[src/rtl/ef_adc12_pkg.sv]
// Shared types and constants for the 12-bit SAR ADC sequencer.
package ef_adc12_pkg;

  localparam int unsigned ADC_WIDTH = 12;

  localparam int unsigned CFG_SEL_LO = 0;
  localparam int unsigned CFG_SEL_HI = 1;
  localparam int unsigned CFG_CONT   = 2;
  localparam int unsigned CFG_INV    = 3;

  typedef enum logic [2:0] {
    IDLE,
    RSTDAC,
    SAMPLE,
    CONVERT,
    DONE
  } adc_state_e;

  // Track-phase length in cycles: 2, 4, 8 or 16.
  function automatic logic [4:0] sample_len(input logic [1:0] sel);
    return 5'd2 << sel;
  endfunction

endpackage

[src/rtl/ef_adc12_sar_ctrl.sv]
// SAR sequencer: resets the DAC, tracks the input, then binary-searches the
// code bit by bit against the comparator and publishes it with a VALID strobe.
module ef_adc12_sar_ctrl
  import ef_adc12_pkg::*;
#(
  parameter int unsigned WIDTH         = ADC_WIDTH,
  parameter int unsigned SETTLE_CYCLES = 1
) (
  input  logic             UserCLK,
  input  logic             RESET,
  input  logic             START,
  input  logic [3:0]       ConfigBits,
  input  logic             CMP_top,
  output logic             HOLD_top,
  output logic             RESET_top,
  output logic [WIDTH-1:0] VALUE_top,
  output logic [WIDTH-1:0] VALUE,
  output logic             VALID,
  output logic             BUSY
);

  localparam int unsigned BW = (WIDTH > 1) ? $clog2(WIDTH) : 1;
  localparam logic [3:0] SETTLE_INIT = 4'(SETTLE_CYCLES);
  localparam logic [WIDTH-1:0] MSB = {1'b1, {(WIDTH-1){1'b0}}};

  adc_state_e      state;
  logic [3:0]      cfg;
  logic [3:0]      cnt;
  logic [BW-1:0]   bit_idx;
  logic [WIDTH-1:0] bit_mask;
  logic [WIDTH-1:0] kept;
  logic            cmp_c;

  // VALUE_top doubles as the SAR register: it always holds the kept bits
  // plus the bit currently on trial.
  always_comb begin
    bit_mask = '0;
    bit_mask = {{(WIDTH-1){1'b0}}, 1'b1} << bit_idx;
    cmp_c    = CMP_top ^ cfg[CFG_INV];
    kept     = cmp_c ? (VALUE_top & ~bit_mask) : VALUE_top;
  end

  always_ff @(posedge UserCLK) begin
    if (RESET) begin
      state     <= IDLE;
      cfg       <= '0;
      cnt       <= '0;
      bit_idx   <= '0;
      HOLD_top  <= 1'b0;
      RESET_top <= 1'b1;
      VALUE_top <= '0;
      VALUE     <= '0;
      VALID     <= 1'b0;
      BUSY      <= 1'b0;
    end else begin
      VALID     <= 1'b0;
      RESET_top <= 1'b0;
      case (state)
        IDLE: begin
          HOLD_top  <= 1'b0;
          VALUE_top <= '0;
          if (START) begin
            state     <= RSTDAC;
            cfg       <= ConfigBits;
            RESET_top <= 1'b1;
            BUSY      <= 1'b1;
          end else begin
            BUSY <= 1'b0;
          end
        end
        RSTDAC: begin
          state <= SAMPLE;
          cnt   <= 4'(sample_len(cfg[CFG_SEL_HI:CFG_SEL_LO]) - 5'd1);
        end
        SAMPLE: begin
          if (cnt == '0) begin
            state     <= CONVERT;
            HOLD_top  <= 1'b1;
            VALUE_top <= MSB;
            bit_idx   <= BW'(WIDTH - 1);
            cnt       <= SETTLE_INIT;
          end else begin
            cnt <= cnt - 4'd1;
          end
        end
        CONVERT: begin
          if (cnt == '0) begin
            if (bit_idx == '0) begin
              state     <= DONE;
              VALUE     <= kept;
              VALID     <= 1'b1;
              HOLD_top  <= 1'b0;
              VALUE_top <= '0;
            end else begin
              VALUE_top <= kept | (bit_mask >> 1);
              bit_idx   <= bit_idx - 1'b1;
              cnt       <= SETTLE_INIT;
            end
          end else begin
            cnt <= cnt - 4'd1;
          end
        end
        DONE: begin
          if (cfg[CFG_CONT] && START) begin
            state     <= RSTDAC;
            cfg       <= ConfigBits;
            RESET_top <= 1'b1;
          end else begin
            state <= IDLE;
            BUSY  <= 1'b0;
          end
        end
        default: begin
          state     <= IDLE;
          HOLD_top  <= 1'b0;
          VALUE_top <= '0;
          BUSY      <= 1'b0;
        end
      endcase
    end
  end

endmodule

[config.mk]
export PLATFORM = sky130hd
export DESIGN_NAME = ef_adc12_sar_ctrl
export DESIGN_NICKNAME = d
export VERILOG_FILES = /design/src/rtl/ef_adc12_pkg.sv /design/src/rtl/ef_adc12_sar_ctrl.sv
export SDC_FILE = /design/constraint.sdc
export NUM_CORES = 1
export LEC_CHECK = 0
export CORE_UTILIZATION = 24
export DETAILED_ROUTE_END_ITERATION = 10
export PLACE_DENSITY = 0.43
export SETUP_SLACK_MARGIN = 0.1
export SLEW_MARGIN = 0
export SYNTH_ARGS = -nofsm -noshare
export SYNTH_HDL_FRONTEND = slang
export SYNTH_SLANG_ARGS = --single-unit
[constraint.sdc]
create_clock -name UserCLK -period 3.2 [get_ports UserCLK]
set_clock_uncertainty 0.05 [all_clocks]
set_input_delay 0.48 -clock UserCLK [delete_from_list [all_inputs] [get_ports UserCLK]]
set_output_delay 0.48 -clock UserCLK [all_outputs]
set_load 0.005 [all_outputs]
# Word level (Yosys, flattened, before mapping)
# Cells that the tools add are included.
# totals
wordCells	85
out_inout_bits	28
ff_bits	43
inputBits	8
# classes
addsub	3
n_shift	2
n_bitwise	8
mux	32
n_reduce_logical	18
eq_ne	12
# op_table
op	count
12-bit 2-to-1 mux	4
12-bit case mux with 3 select lines	1
4-bit 2-to-1 mux	8
4-bit case mux with 2 select lines	2
3-bit case mux with 5 select lines	1
2-bit inequality test, second input constant	7
12-bit bitwise AND	1
3-bit 2-to-1 mux	4
12-bit inverter	1
12-bit by 11-bit OR with 12-bit output	1
4-bit case mux with 3 select lines	1
4-bit AND reduction	3
1-bit by 4-bit left shift with 12-bit output, first input constant	1
4-bit by 1-bit subtractor with 4-bit output, second input constant	3
3-bit AND reduction	3
4-bit logical NOT	2
1-bit 2-to-1 mux	8
3-bit by 2-bit equality test with 1-bit output, second input constant	2
1-bit case mux with 3 select lines	2
3-bit OR reduction	2
1-bit inverter	4
2-bit AND reduction	2
2-bit nonzero test	2
2-bit by 2-bit left shift with 4-bit output, first input constant	1
9 further kinds	9

# Depth between registers and ports, before layout
# Gate-level depths: netlist of the first run.
# depth
depth_word	8
ltp_mapped	8
depth_no_buf	6

# Least setup slack after synthesis of the first run
# Ideal clock, no wire load.
# synth_path
path_kind	reg2reg
start	register bit_idx[0]
end	register cnt[0]
stages_incl_launch_ff	7
arrival_ns	1.828
period_less_slack_ns	2.005
setup_time_ns	0.128
required_ns	3.022
setup_slack_ns	1.195
n_path_buf	0
cell_sequence	dfxtp_1 > inv_1 > ha_1 > or3b_2 > o31ai_1 > mux2_2 > nor2_1
# synth_between
elab_chain_len	3
# synth_lines
item	line_no	text
start: declaration	ef_adc12_sar_ctrl.sv:29	logic [BW-1:0] bit_idx;
start signal: assignment	ef_adc12_sar_ctrl.sv:80	bit_idx <= BW'(WIDTH - 1);
start signal: assignment	ef_adc12_sar_ctrl.sv:96	bit_idx <= bit_idx - 1'b1;
4-bit logical NOT	ef_adc12_sar_ctrl.sv:88	if (bit_idx == '0) begin
3-bit inequality test (no line)	--	
2-bit AND reduction (no line)	--	
end signal: assignment	ef_adc12_sar_ctrl.sv:73	cnt <= 4'(sample_len(cfg[CFG_SEL_HI:CFG_SEL_LO]) - 5'd1);
end signal: assignment	ef_adc12_sar_ctrl.sv:83	cnt <= cnt - 4'd1;
end signal: assignment	ef_adc12_sar_ctrl.sv:100	cnt <= cnt - 4'd1;
end: declaration	ef_adc12_sar_ctrl.sv:28	logic [3:0] cnt;
# No other way between the ends.
# A chain may end at the register's enable or synchronous reset.

# Final worst setup path of the first run
# layout_path
start	register bit_idx[0]
end	register VALUE_top[10]
# layout_between
elab_chain_len	8
word_cells_on_any_way	9
classes_between	shift (1); mux (4); bitwise (3); reduce/logical (1)
# layout_lines
item	line_no	text
1-bit by 4-bit left shift with 12-bit output	ef_adc12_sar_ctrl.sv:38	bit_mask = {{(WIDTH-1){1'b0}}, 1'b1} << bit_idx;
12-bit inverter	ef_adc12_sar_ctrl.sv:40	kept = cmp_c ? (VALUE_top & ~bit_mask) : VALUE_top;
12-bit bitwise AND	ef_adc12_sar_ctrl.sv:40	
12-bit 2-to-1 mux	ef_adc12_sar_ctrl.sv:40	
12-bit by 11-bit OR with 12-bit output	ef_adc12_sar_ctrl.sv:95	VALUE_top <= kept | (bit_mask >> 1);
12-bit 2-to-1 mux *	ef_adc12_sar_ctrl.sv:88	
12-bit 2-to-1 mux *	ef_adc12_sar_ctrl.sv:87	if (cnt == '0) begin
12-bit case mux with 3 select lines *	ef_adc12_sar_ctrl.sv:58	case (state)
end signal: assignment	ef_adc12_sar_ctrl.sv:95	
end: declaration	ef_adc12_sar_ctrl.sv:16	output logic [WIDTH-1:0] VALUE_top,
# Mark *: on every way between the ends. The rest lies on a longest branch, timed or not. The select of a mux whose other input is x is not followed.

==> results.md, run 1 <==
- Clock slew at reported path FFs: 0.09 ns
- Type of the worst min-delay path: reg2reg
- Grt total ovfl: 0
- Post-CTS Setup Bufs: 0
- Most frequent cell after synthesis: dfxtp_1
- Syn Area/Cell: 8.68 sq um
- Worst Max-Slew Pin Slew: 0.795 ns
- CTS Sinks: 43
- Share of the synthesized area in the top cell type: 41.5%
- Yosys cell types: 51
- Syn-to-layout area delta: 25.8%
- Final worst path period share: 74.8%
- Unrepaired setup endpoints after global routing: false
- # DRC: 0
- Asr flop ratio synth: 0%
- Setup TNS: 0 ns
- Max cap viols: 0
- Minimum clock period: 2.39 ns
- Synth area leader: dfxtp_1
- Hold Fails Final Rpt: 0
- Largest net degree at the start of global routing: 26
- Clk buf depth: 2
- Placed cell areas: 2520 sq um
- Drt via density: 4.97
- Layout cells sized above 1: 7.72%
- Seq/Total Area, Yosys: 41.5%
- Most used DFF post-synth: dfxtp_1
- Synth cell count leaders: 43 x dfxtp_1, 24 x a21oi_1, 21 x nand2_1
- CTS tree: yes
- Antenna violations before repair: 0
- Achievable Freq: 0.418 GHz
- 1st-iter DRT viols: 46
- WP data arrival: 2.60 ns
- Worst Path Required: 3.40 ns
- Top cells by area, synth: dfxtp_1 41%, a21oi_1 5.8%, nand2_1 3.8%
- CP Capture Type: flop
- Gp weighted congestion: 0.807
- Crit path kind: reg2reg
- Core Area: 8300 sq um
- Synth warn: 0
- Post-DR wirelength/cell: 15.3 um
- Startpoint Class: flop
- Post-Layout Cell Count: 377
- Vias in the first global route: 1790
- Cell at the root of the clock tree: clkbuf_8
- EDFF count, synth: 0
- Post-DP HPWL: 4.01 mm
- WL final: 5.77 mm
- Max_slew headroom: 46.8%
- Total Nets Final: 284
- Die width: 95.0 um
- PD cells: 503 nW/um^2
- # resized after CTS: 0
- Max Transition Viols Final: 0
- Starting density of the core: 25.0%
- ANT cells: 0
- Leak: 0.872 nW
- CTS Hold Bufs: 0
- Routed Antenna Nets: 0
- # rows: 33
- Post-synthesis register bit count: 43
- Cells after Synth: 239
- Net count after synthesis: 252
- Finish-stage setup viols: 0
- Outcome: finished clean
- Critical Path Fanout Max: 11
- Synth Cell Area: 2070 sq um
- Die ar.: 9020 sq um
- Latest clock arrival within the worst-skew pair: 0.30 ns
- Placed insts: 369
- Port Buffers: 35
- Overall Global Routing Usage: 13.5%
- CTS H-tree lvls: 2
- CTS buffer count: 5
- Global-route wire length before repair: 9.31 mm
- Post-route cell area: 2610 sq um
- Max rail drop VDD: 165 uV
- First-pass DRT Iterations: 4
- I/O pin count: 36
- Via count: 1875
- Die height: 95.0 um
==> cells by family after synthesis <==
group | after synthesis | share of synthesized area (%)
XOR/XNOR | 4 | 1.69
multiplexers | 5 | 2.47
AO/OA/AOI/OAI | 67 | 22.0
adder cells (fa/ha/maj) | 5 | 3.02
flip-flops | 43 | 41.5
buffers and inverters | 22 | 4.58
AND/OR/NAND/NOR | 93 | 24.7
==> critical path, stage by stage, from the launching register on <==
cell and delay [ns]:
dfxtp_1 0.43, inv_1 0.12, ha_1 0.31, or3b_2 0.25, nand4_1 0.25, buf_4 0.29
nor3b_1 0.43, a22o_1 0.21
==> routing by layer <==
layer,vias to the layer above,wire length (um),GRT usage (%)
li1,938,-,-
met1,897,2780,17.3
met2,33,2740,22.5
met3,7,193,2.82
met4,0,55,4.17
met5,-,0,0
==> power breakdown <==
part           switching, mW  total [mW]  internal, mW  leakage (nW)
logic                  0.201       0.336         0.135         0.482
registers             0.0562       0.623         0.567         0.349
clock network          0.202       0.355         0.153        0.0412
total                  0.459        1.31         0.855         0.872
==> state kept, by name (all words and copies together), names as in the netlist <==
name,count
cfg,4
cnt,4
VALID,1
HOLD_top,1
state,3
bit_idx,4
BUSY,1
RESET_top,1
VALUE,12
VALUE_top,12
==> cells in the final DEF, fill, tap and decap left out, types with 6 or more instances in the layout <==
cell type and instances:
a21oi_1 24, clkdlybuf4s50_1 35, dfxtp_1 43, inv_1 7, nand2_1 21, nand2b_1 6, nand3_1 14, nor2_1 15
nor3_1 7, o21ai_0 6, o31ai_1 9
==> metrics by stage <==
stage	hold slack (ns)	power, mW	utilization, %	setup WS, ns
after floorplan	0.398	0.866	-	1.19
after global placement	0.390	0.967	30.4	0.796
after CTS	0.406	1.32	31.4	0.844
after global routing	0.422	1.39	31.4	0.705
final	0.403	1.31	31.4	0.806
after detailed placement	0.393	0.970	30.4	0.770
==> layout make-up <==
class                      instances  area [sq um]
fill                             892          5690
multi-input combinational        174          1120
sequential                        43           861
timing repair buffer              40           388
tap                              105           131
clock buffer                       6          72.6
inverter                           7          26.3
clock inverter                     2          12.5
==> path summary, 6_finish.rpt <==
check / depth (start not counted) / from / endpoint / slack (ns)
max: 7 / bit_idx[0]$_SDFFE_PP0P_ / VALUE_top[10]$_SDFFE_PP0P_ / 0.81
min: 2 / VALUE[9]$_SDFFE_PP0N_ / VALUE[9]$_SDFFE_PP0N_ / 0.40
max reg2reg: 7 / bit_idx[0]$_SDFFE_PP0P_ / VALUE_top[10]$_SDFFE_PP0P_ / 0.81
min reg2reg: 2 / VALUE[9]$_SDFFE_PP0N_ / VALUE[9]$_SDFFE_PP0N_ / 0.40
Note: power is estimated with default switching activity, not from simulation.
==> inputs of run 2 (changes only) <==
==> constraint.sdc (replaced) <==
create_clock -name UserCLK -period 2.25 [get_ports UserCLK]
set_clock_uncertainty 0.05 [all_clocks]
set_input_delay 0.3375 -clock UserCLK [delete_from_list [all_inputs] [get_ports UserCLK]]
set_output_delay 0.3375 -clock UserCLK [all_outputs]
set_load 0.005 [all_outputs]
==> run 2 against run 1 <==
Fmax rose by 19%. Sequential share of layout area shrank 1.7 points. Total power up 47%. Flip-flop and latch count unchanged. Critical endpoint is now VALUE_top[6]$_SDFFE_PP0P_. Largest cell class unchanged.
==> results.md, run 2 (synthesis results as in run 1) <==
- Outcome: finished clean
- Post-route cell area: 2760 sq um
- Critical Path Fanout Max: 11
- Crit path kind: reg2reg
- Finish-stage setup viols: 0
- Leak: 0.963 nW
- Worst Hold Slack: 0.406 ns
- Die width: 95.0 um
- Global-route wire length before repair: 9.67 mm
- Type of the worst min-delay path: reg2reg
- Most common cell after layout, fill and taps aside: dfxtp_1
- Unrepaired setup endpoints after global routing: false
- Max rail drop VDD: 380 uV
- PD cells: 701 nW/um^2
- Total Nets Final: 300
- Post-Layout Cell Count: 393
- Post-DR wirelength/cell: 15.0 um
- Final worst path period share: 89.7%
- Achievable Freq: 0.495 GHz
- Grt met2 use: 22.5%
- CTS buffer count: 5
- I/O pin count: 36
- Syn-to-layout area delta: 32.9%
- Routed Antenna Nets: 0
- Max Transition Viols Final: 0
- First-pass DRT Iterations: 4
- Layout cells sized above 1: 13.5%
- Total power: 1.93 mW
- Startpoint Class: flop
- Setup TNS: 0 ns
- WL final: 5.89 mm
- Overall Global Routing Usage: 13.9%
- CP Capture Type: flop
- Core Area: 8300 sq um
- CTS Sinks: 43
- Gp weighted congestion: 0.786
- Placed insts: 385
- Worst reg2reg setup slack: 0.23 ns
- Max cap viols: 0
- Post-DP HPWL: 4.19 mm
- Via count: 1937
- Drt via density: 4.93
- ANT cells: 0
- Worst Path Required: 2.39 ns
- Starting density of the core: 25.0%
- Cell at the root of the clock tree: clkbuf_8
- Critical-path top delay cell: or3b_2
- # rows: 33
- Port Buffers: 35
- Largest regs: VALUE (12), VALUE_top (12)
- Die height: 95.0 um
- Max_slew headroom: 60.1%
- GR peak layer: met2
- Worst Max-Slew Pin Slew: 0.595 ns
- Clock slew at reported path FFs: 0.09 ns
- Grt total ovfl: 0
- Placed cell areas: 2670 sq um
- Largest net degree at the start of global routing: 42
- Commonest cells after routing, fill and taps aside: 41 x dfxtp_1, 35 x clkdlybuf4s50_1, 24 x a21oi_1
- Antenna violations before repair: 0
- 1st-iter DRT viols: 41
- Critical-path cell list: inv_1 -> ha_1 -> or3b_2 -> nand4_1 -> buf_12 -> nor3b_1 -> buf_4 -> a22o_1
- Die ar.: 9020 sq um
- Vias in the first global route: 1873
- Met3 GRT Util: 2.90%
- Latest clock arrival within the worst-skew pair: 0.29 ns
- Hold Fails Final Rpt: 0
- CTS H-tree lvls: 2
- WP data arrival: 2.16 ns
- Minimum clock period: 2.02 ns
- GR Util met1: 18.7%
- Crit path largest cell delay: 0.49 ns
- Clk buf depth: 2
- CTS tree: yes
- Post-CTS Setup Bufs: 0
- # DRC: 0
run 2: changes by cell type in the layout (fill, tap and decap cells not counted):
cell     before  now
buf_4         5   19
buf_12        0    2
dfxtp_1      43   41
dfxtp_2       0    2
run 2: worst max-delay path, delay by kind of cell, from the launching register on:
family / cells / cell delay [ns]
compound gates: 1 / 0.22
fa+ha+maj: 1 / 0.17
flops: 1 / 0.35
buf+inv: 3 / 0.41
simple gates: 3 / 0.73
run 2: where the power goes:
part / leakage (nW) / internal, mW / switching [mW]
Clock: 0.0412 / 0.218 / 0.275
Combinational: 0.573 / 0.254 / 0.324
Sequential: 0.350 / 0.807 / 0.0567
Total: 0.963 / 1.28 / 0.656
run 2: repair_timing:
item                       CTS  global route
resized for setup            0             2
hold buffers                 0             0
setup endpoints to repair    0             2
run 2: path summary, 6_finish.rpt:
check,start,to,depth (start not counted)
min,VALUE[9]$_SDFFE_PP0N_,VALUE[9]$_SDFFE_PP0N_,2
max,bit_idx[1]$_SDFFE_PP0P_,VALUE_top[6]$_SDFFE_PP0P_,8
max reg2reg,bit_idx[1]$_SDFFE_PP0P_,VALUE_top[6]$_SDFFE_PP0P_,8
min reg2reg,VALUE[9]$_SDFFE_PP0N_,VALUE[9]$_SDFFE_PP0N_,2
run 2: layer usage:
layer / routed length (um) / share of wire (%)
met2: 2650 / 45
met5: 0 / 0
met3: 261 / 4.4
met1: 2910 / 49
met4: 68 / 1.2
run 2: cell type report:
type | count | area (sq um)
fill | 910 | 5540
multi-input combinational | 174 | 1120
sequential | 43 | 863
timing repair buffer | 56 | 533
tap | 105 | 131
clock buffer | 6 | 72.6
inverter | 7 | 26.3
clock inverter | 2 | 12.5
run 2: stage by stage:
stage / setup slack (ns) / util (%)
after floorplan: 0.245 / -
after global placement: 0.226 / 32.2
after detailed placement: 0.194 / 32.2
after CTS: 0.194 / 33.2
after global routing: 0.150 / 33.2
final: 0.231 / 33.2
==> inputs of run 3 (changes only) <==
==> constraint.sdc (replaced) <==
create_clock -name UserCLK -period 2.24 [get_ports UserCLK]
set_clock_uncertainty 0.05 [all_clocks]
set_input_delay 0.336 -clock UserCLK [delete_from_list [all_inputs] [get_ports UserCLK]]
set_output_delay 0.336 -clock UserCLK [all_outputs]
set_load 0.005 [all_outputs]
==> run 3 against run 2 <==
Sequential power is essentially flat. Sequential share of layout area grew 0.085 points. Largest cell class unchanged. Combinational power is essentially flat. Highest routed layer unchanged. Fmax grew 0.55%. Die area is the same. Critical path type unchanged. First-iteration DRC count grew 9.8%. Final area shrank 0.27%. Core utilization shrank 0.091 points. Critical path depth is the same. Worst hold slack lost 0.0021 ns. Global-route usage grew 0.32 points. Flip-flop and latch count is the same.
==> results.md, run 3 (synthesis results as in run 1) <==
- Outcome: finished clean
- Latest clock arrival within the worst-skew pair: 0.30 ns
- Max cap viols: 0
- Final worst path period share: 89.6%
- Largest net degree at the start of global routing: 42
- Max rail drop VDD: 270 uV
- # rows: 33
- Worst Path Required: 2.39 ns
- Leak: 0.959 nW
- Core Area: 8300 sq um
- ANT cells: 0
- WL final: 5.94 mm
- Filler cells: 918
- Die ar.: 9020 sq um
- Layout cells sized above 1: 13.2%
- Overall Global Routing Usage: 14.2%
- Max Transition Viols Final: 0
- Finish-stage setup viols: 0
- Achievable Freq: 0.498 GHz
- Port Buffers: 35
- Global-route wire length before repair: 9.58 mm
- Startpoint Class: flop
- Gp weighted congestion: 0.775
- Via count: 1933
- Crit path kind: reg2reg
- Critical Path Fanout Max: 11
- Total power: 1.95 mW
- Largest regs: VALUE (12), VALUE_top (12)
- First-pass DRT Iterations: 4
- 1st-iter DRT viols: 45
- Setup TNS: 0 ns
- Die height: 95.0 um
- CP Capture Type: flop
- CTS Sinks: 43
- Vias in the first global route: 1855
- I/O pin count: 36
- Antenna violations before repair: 0
- Post-route cell area: 2750 sq um
- CTS buffer count: 5
- Post-CTS Setup Bufs: 0
- Type of the worst min-delay path: reg2reg
- Die width: 95.0 um
- CTS Hold Bufs: 0
- Post-DP HPWL: 4.25 mm
- Routed Antenna Nets: 0
- Placed cell areas: 2660 sq um
- Clk buf depth: 2
- # resized after CTS: 0
- Grt total ovfl: 0
- Cell at the root of the clock tree: clkbuf_8
- Unrepaired setup endpoints after global routing: false
- CTS H-tree lvls: 2
- PD cells: 708 nW/um^2
- CTS tree: yes
- # DRC: 0
- Max_slew headroom: 57.3%
- Worst setup path start: bit_idx[0]$_SDFFE_PP0P_
- Clock slew at reported path FFs: 0.09 ns
- Post-DR wirelength/cell: 15.1 um
- Commonest cells after routing, fill and taps aside: 41 x dfxtp_1, 35 x clkdlybuf4s50_1, 24 x a21oi_1
- Starting density of the core: 25.0%
- WP data arrival: 2.16 ns
- Hold Fails Final Rpt: 0
- Reg2reg start: bit_idx[0]$_SDFFE_PP0P_
- Critical hold path startpoint: VALUE[9]$_SDFFE_PP0N_
- Syn-to-layout area delta: 32.6%
- Drt via density: 4.93
- Worst Max-Slew Pin Slew: 0.637 ns
- Total Nets Final: 299
- Minimum clock period: 2.01 ns
- Most common cell after layout, fill and taps aside: dfxtp_1
## run 3: report_power, final
group | leakage, nW | total (mW) | internal, mW | switching [mW]
sequential | 0.350 | 0.866 | 0.811 | 0.0556
combinational | 0.568 | 0.575 | 0.252 | 0.323
clock | 0.0412 | 0.505 | 0.219 | 0.287
total | 0.959 | 1.95 | 1.28 | 0.666
## run 3: area by class of cell
| cell class | count | area, sq um | area share, % |
|---|---|---|---|
| Inverter | 7 | 26.3 | 0.955 |
| Clock inverter | 2 | 12.5 | 0.455 |
| Sequential cell | 43 | 863 | 31.4 |
| Timing Repair Buffer | 55 | 526 | 19.1 |
| Tap cell | 105 | 131 | 4.78 |
| Clock buffer | 6 | 72.6 | 2.64 |
| Multi-Input combinational cell | 174 | 1120 | 40.7 |
## run 3: metal layers
layer | wire length, um | GRT usage [%]
met1 | 2850 | 17.9
met2 | 2790 | 23.8
met3 | 200 | 2.74
met4 | 94 | 5.68
met5 | 0 | 0
## run 3: critical path, stage by stage (launching register included)
cell and delay [ns]:
dfxtp_2 0.35, inv_1 0.12, ha_1 0.18, or3b_2 0.48, nand4_1 0.18, buf_12 0.15
nor3b_1 0.05, buf_4 0.14, a22o_1 0.21
## run 3: worst paths after layout
path,slack (ns),depth (start not counted),end
max,0.23,8,VALUE_top[6]$_SDFFE_PP0P_
min,0.40,2,VALUE[9]$_SDFFE_PP0N_
max reg2reg,0.23,8,VALUE_top[6]$_SDFFE_PP0P_
min reg2reg,0.40,2,VALUE[9]$_SDFFE_PP0N_
## run 3: stage by stage
stage	util, %	hold WS [ns]	std cells	worst slack, ns
finish	33.1	0.404	392	0.232
global route	33.1	0.424	392	0.126
CTS	33.1	0.408	392	0.187
detailed placement	32.1	0.395	384	0.198
global placement	32.1	0.389	384	0.256
floorplan	-	0.398	239	0.235
